File: src/rtl/piso_shift_reg.sv
// piso_shift_reg: parallel-in/serial-out shift register with valid/ready on both sides.
// Ports: clk, rst_n (async active-low); load_valid/load_ready/load_data (parallel word in);
// ser_valid/ser_ready/ser_out/ser_last (serial bit out); busy (word in flight).
// Define PISO_MSB_FIRST_EN to emit MSB first; default build emits LSB first.
module piso_shift_reg #(
  parameter  int WIDTH = 8,
  localparam int CNT_W = $clog2(WIDTH + 1)
) (
  input  logic             clk,
  input  logic             rst_n,
  input  logic             load_valid,
  output logic             load_ready,
  input  logic [WIDTH-1:0] load_data,
  output logic             ser_valid,
  input  logic             ser_ready,
  output logic             ser_out,
  output logic             ser_last,
  output logic             busy
);
  typedef enum logic {IDLE, SHIFT} state_t;
  state_t state_q, state_d;
  logic [WIDTH-1:0] sr_q, sr_d, sr_shift;
  logic [CNT_W-1:0] rem_q, rem_d;
  logic ld, sh;
`ifdef PISO_MSB_FIRST_EN
  assign sr_shift = {sr_q[WIDTH-2:0], 1'b0};
  assign ser_out  = sr_q[WIDTH-1];
`else
  assign sr_shift = {1'b0, sr_q[WIDTH-1:1]};
  assign ser_out  = sr_q[0];
`endif
  // sr and rem are cleared in IDLE, so ser_out and ser_last need no state gating
  assign ser_valid  = state_q == SHIFT;
  assign ser_last   = rem_q == CNT_W'(1);
  assign busy       = ser_valid;
  assign sh         = ser_valid && ser_ready;
  assign load_ready = state_q == IDLE || (sh && ser_last);
  assign ld         = load_valid && load_ready;
  always_comb begin
    state_d = ld ? SHIFT : (sh && ser_last) ? IDLE : state_q;
    sr_d    = ld ? load_data : (sh && ser_last) ? '0 : sh ? sr_shift : sr_q;
    rem_d   = ld ? CNT_W'(WIDTH) : sh ? rem_q - 1'b1 : rem_q;
  end
  always_ff @(posedge clk or negedge rst_n)
    if (!rst_n) begin
      state_q <= IDLE;
      sr_q    <= '0;
      rem_q   <= '0;
    end else begin
      state_q <= state_d;
      sr_q    <= sr_d;
      rem_q   <= rem_d;
    end
endmodule
File: config.mk
export PLATFORM = sky130hd
export DESIGN_NAME = piso_shift_reg
export DESIGN_NICKNAME = d
export VERILOG_FILES = /design/src/rtl/piso_shift_reg.sv
export SDC_FILE = /design/constraint.sdc
export NUM_CORES = 1
export LEC_CHECK = 0
export CAP_MARGIN = 20
export CORE_AREA = 2 2 39 41
export CTS_BUF_LIST = sky130_fd_sc_hd__clkbuf_8 sky130_fd_sc_hd__clkbuf_16
export DETAILED_ROUTE_END_ITERATION = 12
export DIE_AREA = 0 0 41 43
export DONT_BUFFER_PORTS = 1
export PLACE_DENSITY_LB_ADDON = 0.2
export SYNTH_ARGS = -nofsm -noshare
export SYNTH_HDL_FRONTEND = slang
export SYNTH_SLANG_ARGS = --single-unit
File: constraint.sdc
create_clock -name clk -period 1.6 [get_ports clk]
set_input_delay 0.32 -clock clk [delete_from_list [all_inputs] [get_ports clk]]
set_output_delay 0.32 -clock clk [all_outputs]
set_load 0.01 [all_outputs]
==> summary.md, run 1 <==
| Metric | Value |
|---|---|
| R2r setup slk | 20 ps |
| Reg2Reg Capture Point | sr_q[6]$_DFFE_PN0P_ |
| Fin. max-slew vios | 0 |
| Worst Hold Launch | load_valid |
| Syn-to-layout area delta | 26.4% |
| Fin crit period | 1700 ps |
| Design Power | 1.36 mW |
| Cells after synthesis | 61 |
| Setup violations, final | 2 |
| Syn_nets | 75 |
| DR iter-0 viols | 12 |
| Root Buffer | clkbuf_8 |
| Vias per inst | 5.58 |
| CTS buffer count | 3 |
| Final Cycle Share | 106% |
| Yosys cell types | 27 |
| Wirelength, routed | 1320 microns |
| Vias in the first global route | 462 |
| Final net count | 87 |
| DP Wirelength | 912 microns |
| Asr flop ratio synth | 100% |
| Reg2Reg Depth | 5 |
| Min-delay worst type | primary input to register |
| Worst-path maximum fanout | 2 |
| Row cnt | 14 |
| Clk Latency, worst-skew pair | 240 ps |
| # H-tree levels | 1 |
| Die height | 43 microns |
| FILL cells | 125 |
| Cell Pwr Density | 1610 nW/um^2 |
| Global route total overflow | 0 |
| Vias | 491 |
| Seq cells post-synth | 13 |
| Max_cap viols | 0 |
| Fmax | 589 MHz |
| Worst Setup Start Kind | register |
| Largest net degree at the start of global routing | 14 |
| Synth Area per Inst | 11.0 sq um |
| CP bufs+invs | 3 |
| Slew headroom | 61.0% |
| Place WS | -27.1 ps |
| Failing checks | setup timing |
| CP Capture Type | primary output |
| Final hold vios | 0 |
| Hold depth | 1 |
| Peak supply drop | 782 uV |
| DP Area | 728 sq um |
| Reg2reg start | rem_q[1]$_DFFE_PN0P_ |
| Critical path class | register to primary output |
| Final Skew | 0.860 ps |
| Initial antenna violation count | 0 |
| CP required | 1280 ps |
| Core Footprint | 1380 sq um |
| Share of post-route cells with drive strength above 1 | 34.7% |
| Yosys top cell area share | 48.6% |
| Worst hold slack | 191 ps |
| Leak Pwr | 0.397 nW |
| Global-route wire length before repair | 2100 microns |
| Die X-Extent | 41 microns |
| Slowest-stage cell, CP | dfrtp_1 |
| Post-route ant nets | 0 |
| CP max stage delay | 390 ps |
| Clk slew on worst S/H paths | 50 ps |
| Outcome | complete, but fails checks |
| GP Congestion | 0.689 |
| Family with the most delay on the worst path | flip-flops |
| Post-synthesis sequential area ratio | 48.6% |
| CTS Buffer Depth | 2 |
| Ports | 17 |
| Yosys warnings | 0 |
| Starting density of the core | 48.4% |
| Total GRT Usage | 17.4% |
| Worst slew pin tran | 583 ps |
| Synth area leader | dfrtp_1 |
| Wire per inst | 15.0 microns |
| DRC Markers | 0 |
| IO Port Bufs | 0 |
| CTS Sinks | 13 |
| Number of synthesized flops with an enable pin | 0 |
| ANT cells | 0 |
| Worst hold endpoint | busy$_DFFE_PN0P_ |
| Area of the mapped netlist | 669 sq um |
| CTS tree | done |
| WP data arrival | 1380 ps |
| Final Cell Area | 846 sq um |
| Setup repair after global routing missed its margin | true |
| Synth area leaders | dfrtp_1 (49%), a221o_1 (9.0%), and2_1 (5.6%), ha_1 (3.7%), inv_1 (2.8%) |
| Pre-Repair DR Iteration Count | 4 |
| Main synth FF type | dfrtp_1 |
| CP cell instances | inv_2, ha_4, or3b_4, buf_6, inv_4 |
| Die ar. | 1760 sq um |
| Setup WS post-layout | -96.7 ps |
==> synth_stat cells (2+ instances only) <==
cell type and instances:
nand2_1 2, inv_1 5, a21oi_1 2, buf_2 2, nand2b_1 3, o21ai_0 3
ha_1 2, and2_1 6, a221o_1 6, dfrtp_1 13
==> worst max-delay path by stage <==
stage                          from                    to  cells past startpoint
6_report       rem_q[1]$_DFFE_PN0P_              ser_last                      5
3_3_place_gp   rem_q[0]$_DFFE_PN0P_  rem_q[3]$_DFFE_PN0P_                      4
5_1_grt        rem_q[1]$_DFFE_PN0P_              ser_last                      5
4_1_cts        rem_q[1]$_DFFE_PN0P_              ser_last                      5
2_1_floorplan  rem_q[1]$_DFFE_PN0P_   sr_q[6]$_DFFE_PN0P_                      6
3_5_place_dp   rem_q[1]$_DFFE_PN0P_  rem_q[1]$_DFFE_PN0P_                      6
==> per-layer routing <==
layer | vias to the layer above | GRT usage (%) | wire (microns)
met3 | 4 | 5.76 | 88
met2 | 16 | 24.1 | 623
met4 | 0 | 6.67 | 12
met1 | 232 | 24.7 | 600
met5 | - | 0 | 0
li1 | 239 | - | -
==> report_power, final <==
part / switching (mW) / internal (mW) / total (mW) / leakage [nW]
Clock: 0.110 / 0.169 / 0.279 / 0.0269
Combinational: 0.217 / 0.306 / 0.523 / 0.206
Sequential: 0.106 / 0.454 / 0.560 / 0.164
Total: 0.434 / 0.928 / 1.36 / 0.397
==> stage by stage <==
| stage | TNS, ps | std cells | util, % |
|---|---|---|---|
| 3_3_place_gp | 0 | 82 | 52.6 |
| 4_1_cts | -269 | 88 | 58.3 |
| 2_1_floorplan | -199 | 61 | - |
| 5_1_grt | -476 | 88 | 61.1 |
| 6_report | -122 | 88 | 61.1 |
| 3_5_place_dp | -76.2 | 82 | 52.6 |
==> kinds of logic (layout without fill, tap and decap cells) <==
| family | Yosys count | in the layout | share of synthesized area, % |
|---|---|---|---|
| DFF | 13 | 13 | 48.6 |
| muxes | 1 | 1 | 1.50 |
| AOI/OAI and AO/OA | 16 | 16 | 18.3 |
| adders and majority gates | 2 | 2 | 3.74 |
| and+or+nand+nor | 20 | 20 | 20.8 |
| buffers and inverters | 9 | 20 | 7.10 |
==> registers in the layout, summed over array words and instances (netlist names) <==
signal  flops
rem_q       4
sr_q        8
busy        1
==> placed cells by master (no fill, tap or decap) <==
cell type,n
nand2b_4,1
dlygate4sd3_1,1
dfrtp_1,13
o21a_4,1
or3_4,1
a221o_1,6
o21ai_0,2
or3b_4,1
o31ai_1,1
and2_1,6
inv_4,1
nor3_1,1
a31oi_1,1
o211ai_1,1
and4bb_1,1
a21oi_1,2
or2_2,1
o21ai_2,1
nand2b_1,2
inv_2,1
a22o_1,1
and3_4,1
nand2_1,2
or3b_1,1
nor2b_1,1
clkbuf_8,3
inv_1,4
ha_4,1
buf_4,9
or3_2,1
ha_1,1
mux2i_4,1
buf_6,1
==> layout make-up <==
| cell class | instances | area (sq um) | area share, % |
|---|---|---|---|
| multi-input cells | 39 | 345 | 40.8 |
| flip-flops and latches | 13 | 325 | 38.5 |
| repair buffers | 11 | 88.8 | 10.5 |
| clock buffers | 3 | 41.3 | 4.88 |
| inverters | 5 | 21.3 | 2.51 |
| well taps | 16 | 20.0 | 2.37 |
| clock inverters | 1 | 3.75 | 0.444 |
==> what timing repair did <==
| item | in CTS | in global routing |
|---|---|---|
| buffers inserted | 1 | 0 |
| setup endpoints to repair | 11 | 14 |
| endpoints found under the hold margin | 13 | 0 |
| hold buffers | 1 | 0 |
| pin swaps | 1 | 1 |
| gates resized for setup | 6 | 8 |
No activity file was read; power rests on OpenSTA's default activity.
==> run 2: changes to the inputs <==
- SKIP_CTS_REPAIR_TIMING: default -> 1
==> run 2 against run 1 <==
Effect of this change:
- the run still ends with setup timing left
- clock skew is essentially flat
- power decreased by 2.0%
- final cell count unchanged
- combinational power decreased by 5.2%
- final area fell by 2.1%
- sequential share of layout area is 0.81 points higher
- sequential power about the same
- register-to-register slack hardly changed
- die area unchanged
==> summary.md, run 2 (same netlist as run 1, synthesis figures left out) <==
| Metric | Value |
|---|---|
| Register area | 325 sq um (unchanged) |
| CP bufs+invs | 3 (unchanged) |
| # H-tree levels | 1 (unchanged) |
| Die X-Extent | 41 microns (unchanged) |
| Final net count | 87 (unchanged) |
| Fmax | 589 MHz (about the same) |
| Critical path class | register to primary output |
| Biggest register | sr_q |
| Root Buffer | clkbuf_8 |
| CP required | 1280 ps (about the same) |
| Wirelength, routed | 1290 microns (-2.7%) |
| Outcome | complete, but fails checks |
| Slew headroom | 61.3% (+0.27 points) |
| DR iter-0 viols | 13 (+1) |
| DRC Markers | 0 (unchanged) |
| Clk Latency, worst-skew pair | 240 ps (about the same) |
| Row cnt | 14 (unchanged) |
| Slowest-stage cell, CP | dfrtp_1 |
| Syn-to-layout area delta | 23.7% |
| CTS tree | done |
| Global route total overflow | 0 (unchanged) |
| Leak Pwr | 0.393 nW (-1.0%) |
| Ports | 17 (unchanged) |
| Die height | 43 microns (unchanged) |
| Family with the most delay on the worst path | flip-flops |
| Peak supply drop | 776 uV (-0.79%) |
| DP Area | 728 sq um (unchanged) |
| GP Congestion | 0.689 (unchanged) |
| Setup repair after global routing missed its margin | true |
| CP max stage delay | 400 ps (about the same) |
| Worst Setup Start Kind | register |
| Most frequent cells in the layout | dfrtp_1 (13), buf_4 (9), and2_1 (6), a221o_1 (6), inv_1 (4) |
| Worst slew pin tran | 579 ps (-4.04 ps) |
| ANT cells | 0 (unchanged) |
| Starting density of the core | 48.4% (unchanged) |
| Final hold vios | 0 (unchanged) |
| Vias in the first global route | 466 (+0.87%) |
| Setup violations, final | 2 (unchanged) |
| Vias | 492 (+0.20%) |
| Largest net degree at the start of global routing | 14 (unchanged) |
| Fin crit period | 1700 ps (+0.978 ps) |
| Final Skew | 0.943 ps (+0.0830 ps) |
| Initial antenna violation count | 0 (unchanged) |
| Total GRT Usage | 17.2% (-0.20 points) |
| IO Port Bufs | 0 (unchanged) |
| Core Footprint | 1380 sq um (unchanged) |
| M1 WL | 608 microns (+1.3%) |
| Max_cap viols | 0 (unchanged) |
| Area of the multi-input gates | 328 sq um (-5.1%) |
| Global-route wire length before repair | 2080 microns (-1.0%) |
| Failing checks | setup timing |
| Die ar. | 1760 sq um (unchanged) |
| Max reg flops | 8 (unchanged) |
| FILL cells | 128 (+2.4%) |
| CP cell instances | inv_2, ha_4, or3b_4, buf_6, inv_4 |
| CTS Buffer Depth | 2 (unchanged) |
| CTS buffer count | 3 (unchanged) |
| Final Cycle Share | 106% (about the same) |
| Vias per inst | 5.59 (+0.20%) |
| Most common cell after layout, fill and taps aside | dfrtp_1 |
| Pre-Repair DR Iteration Count | 4 (unchanged) |
| Clk slew on worst S/H paths | 50 ps (about the same) |
| CP Capture Type | primary output |
| Final Cell Area | 828 sq um (-2.1%) |
| Min-delay worst type | primary input to register |
| Sum Neg Setup Slack | -130 ps (-8.56 ps) |
| Met3 Routed Length | 74 microns (-16%) |
| Uppermost routed layer | met4 |
| Wire per inst | 14.6 microns (-2.7%) |
| CTS Sinks | 13 (unchanged) |
| Post-route ant nets | 0 (unchanged) |
| Worst-path maximum fanout | 3 (+1) |
| WP data arrival | 1380 ps (about the same) |
| DP Wirelength | 912 microns (unchanged) |
| Met2 routed WL | 601 microns (-3.5%) |
| Setup WS post-layout | -97.7 ps (-0.978 ps) |
| Share of post-route cells with drive strength above 1 | 31.9% (-2.8 points) |
| Cell Pwr Density | 1610 nW/um^2 (about the same) |
| Fin. max-slew vios | 0 (unchanged) |
| Worst hold slack | 191 ps (+0.125 ps) |
## run 2: cell types whose count changed in the layout (fill, tap and decap cells not counted)
| cell | change |
|---|---|
| mux2i_4 | -1 |
| or3_1 | +1 |
| o21ai_2 | -1 |
| or3_4 | -1 |
| mux2i_2 | +1 |
| o21ai_1 | +1 |
## run 2: final cells by class
| cell class | count | share of cell area [%] |
|---|---|---|
| Multi-Input combinational cell | 39 | 39.6 |
| Sequential cell | 13 | 39.3 |
| Timing Repair Buffer | 11 | 10.7 |
| Clock buffer | 3 | 4.98 |
| Inverter | 5 | 2.57 |
| Tap cell | 16 | 2.42 |
| Clock inverter | 1 | 0.453 |
## run 2: per-layer routing
layer  vias up  GRT usage, %
met5         -             0
met2        16          24.4
met4         0          6.67
met3         2          5.76
li1        240             -
met1       234          23.7
## run 2: report_power, final
| group | internal, mW | switching [mW] |
|---|---|---|
| sequential | 0.454 | 0.104 |
| combinational | 0.288 | 0.209 |
| clock | 0.169 | 0.111 |
## run 2: worst paths after layout
path	from	cells past startpoint	slack, ps	end
max	rem_q[1]$_DFFE_PN0P_	5	-100	ser_last
min	load_valid	1	190	busy$_DFFE_PN0P_
max reg2reg	rem_q[1]$_DFFE_PN0P_	5	20	sr_q[6]$_DFFE_PN0P_
min reg2reg	sr_q[2]$_DFFE_PN0P_	1	510	sr_q[1]$_DFFE_PN0P_
max in group asynchronous	rst_n	1	700	sr_q[5]$_DFFE_PN0P_
min in group asynchronous	rst_n	1	520	busy$_DFFE_PN0P_
## run 2: worst reg2reg max path, cell delays in order, from the launching register on
cell     delay, ps
dfrtp_1        400
inv_2           80
ha_4           120
or3b_4         370
and3_4         200
a221o_1        300
## run 2: metrics by stage
| stage | setup WS (ps) | power, mW | instances | utilization, % |
|---|---|---|---|---|
| after floorplan | -33.1 | 0.848 | 61 | - |
| after global routing | -165 | 1.45 | 88 | 59.9 |
| after CTS | -179 | 1.27 | 86 | 55.9 |
| after global placement | 14.1 | 0.960 | 82 | 52.6 |
| final | -97.7 | 1.33 | 88 | 59.9 |
| after detailed placement | -27.1 | 0.980 | 82 | 52.6 |
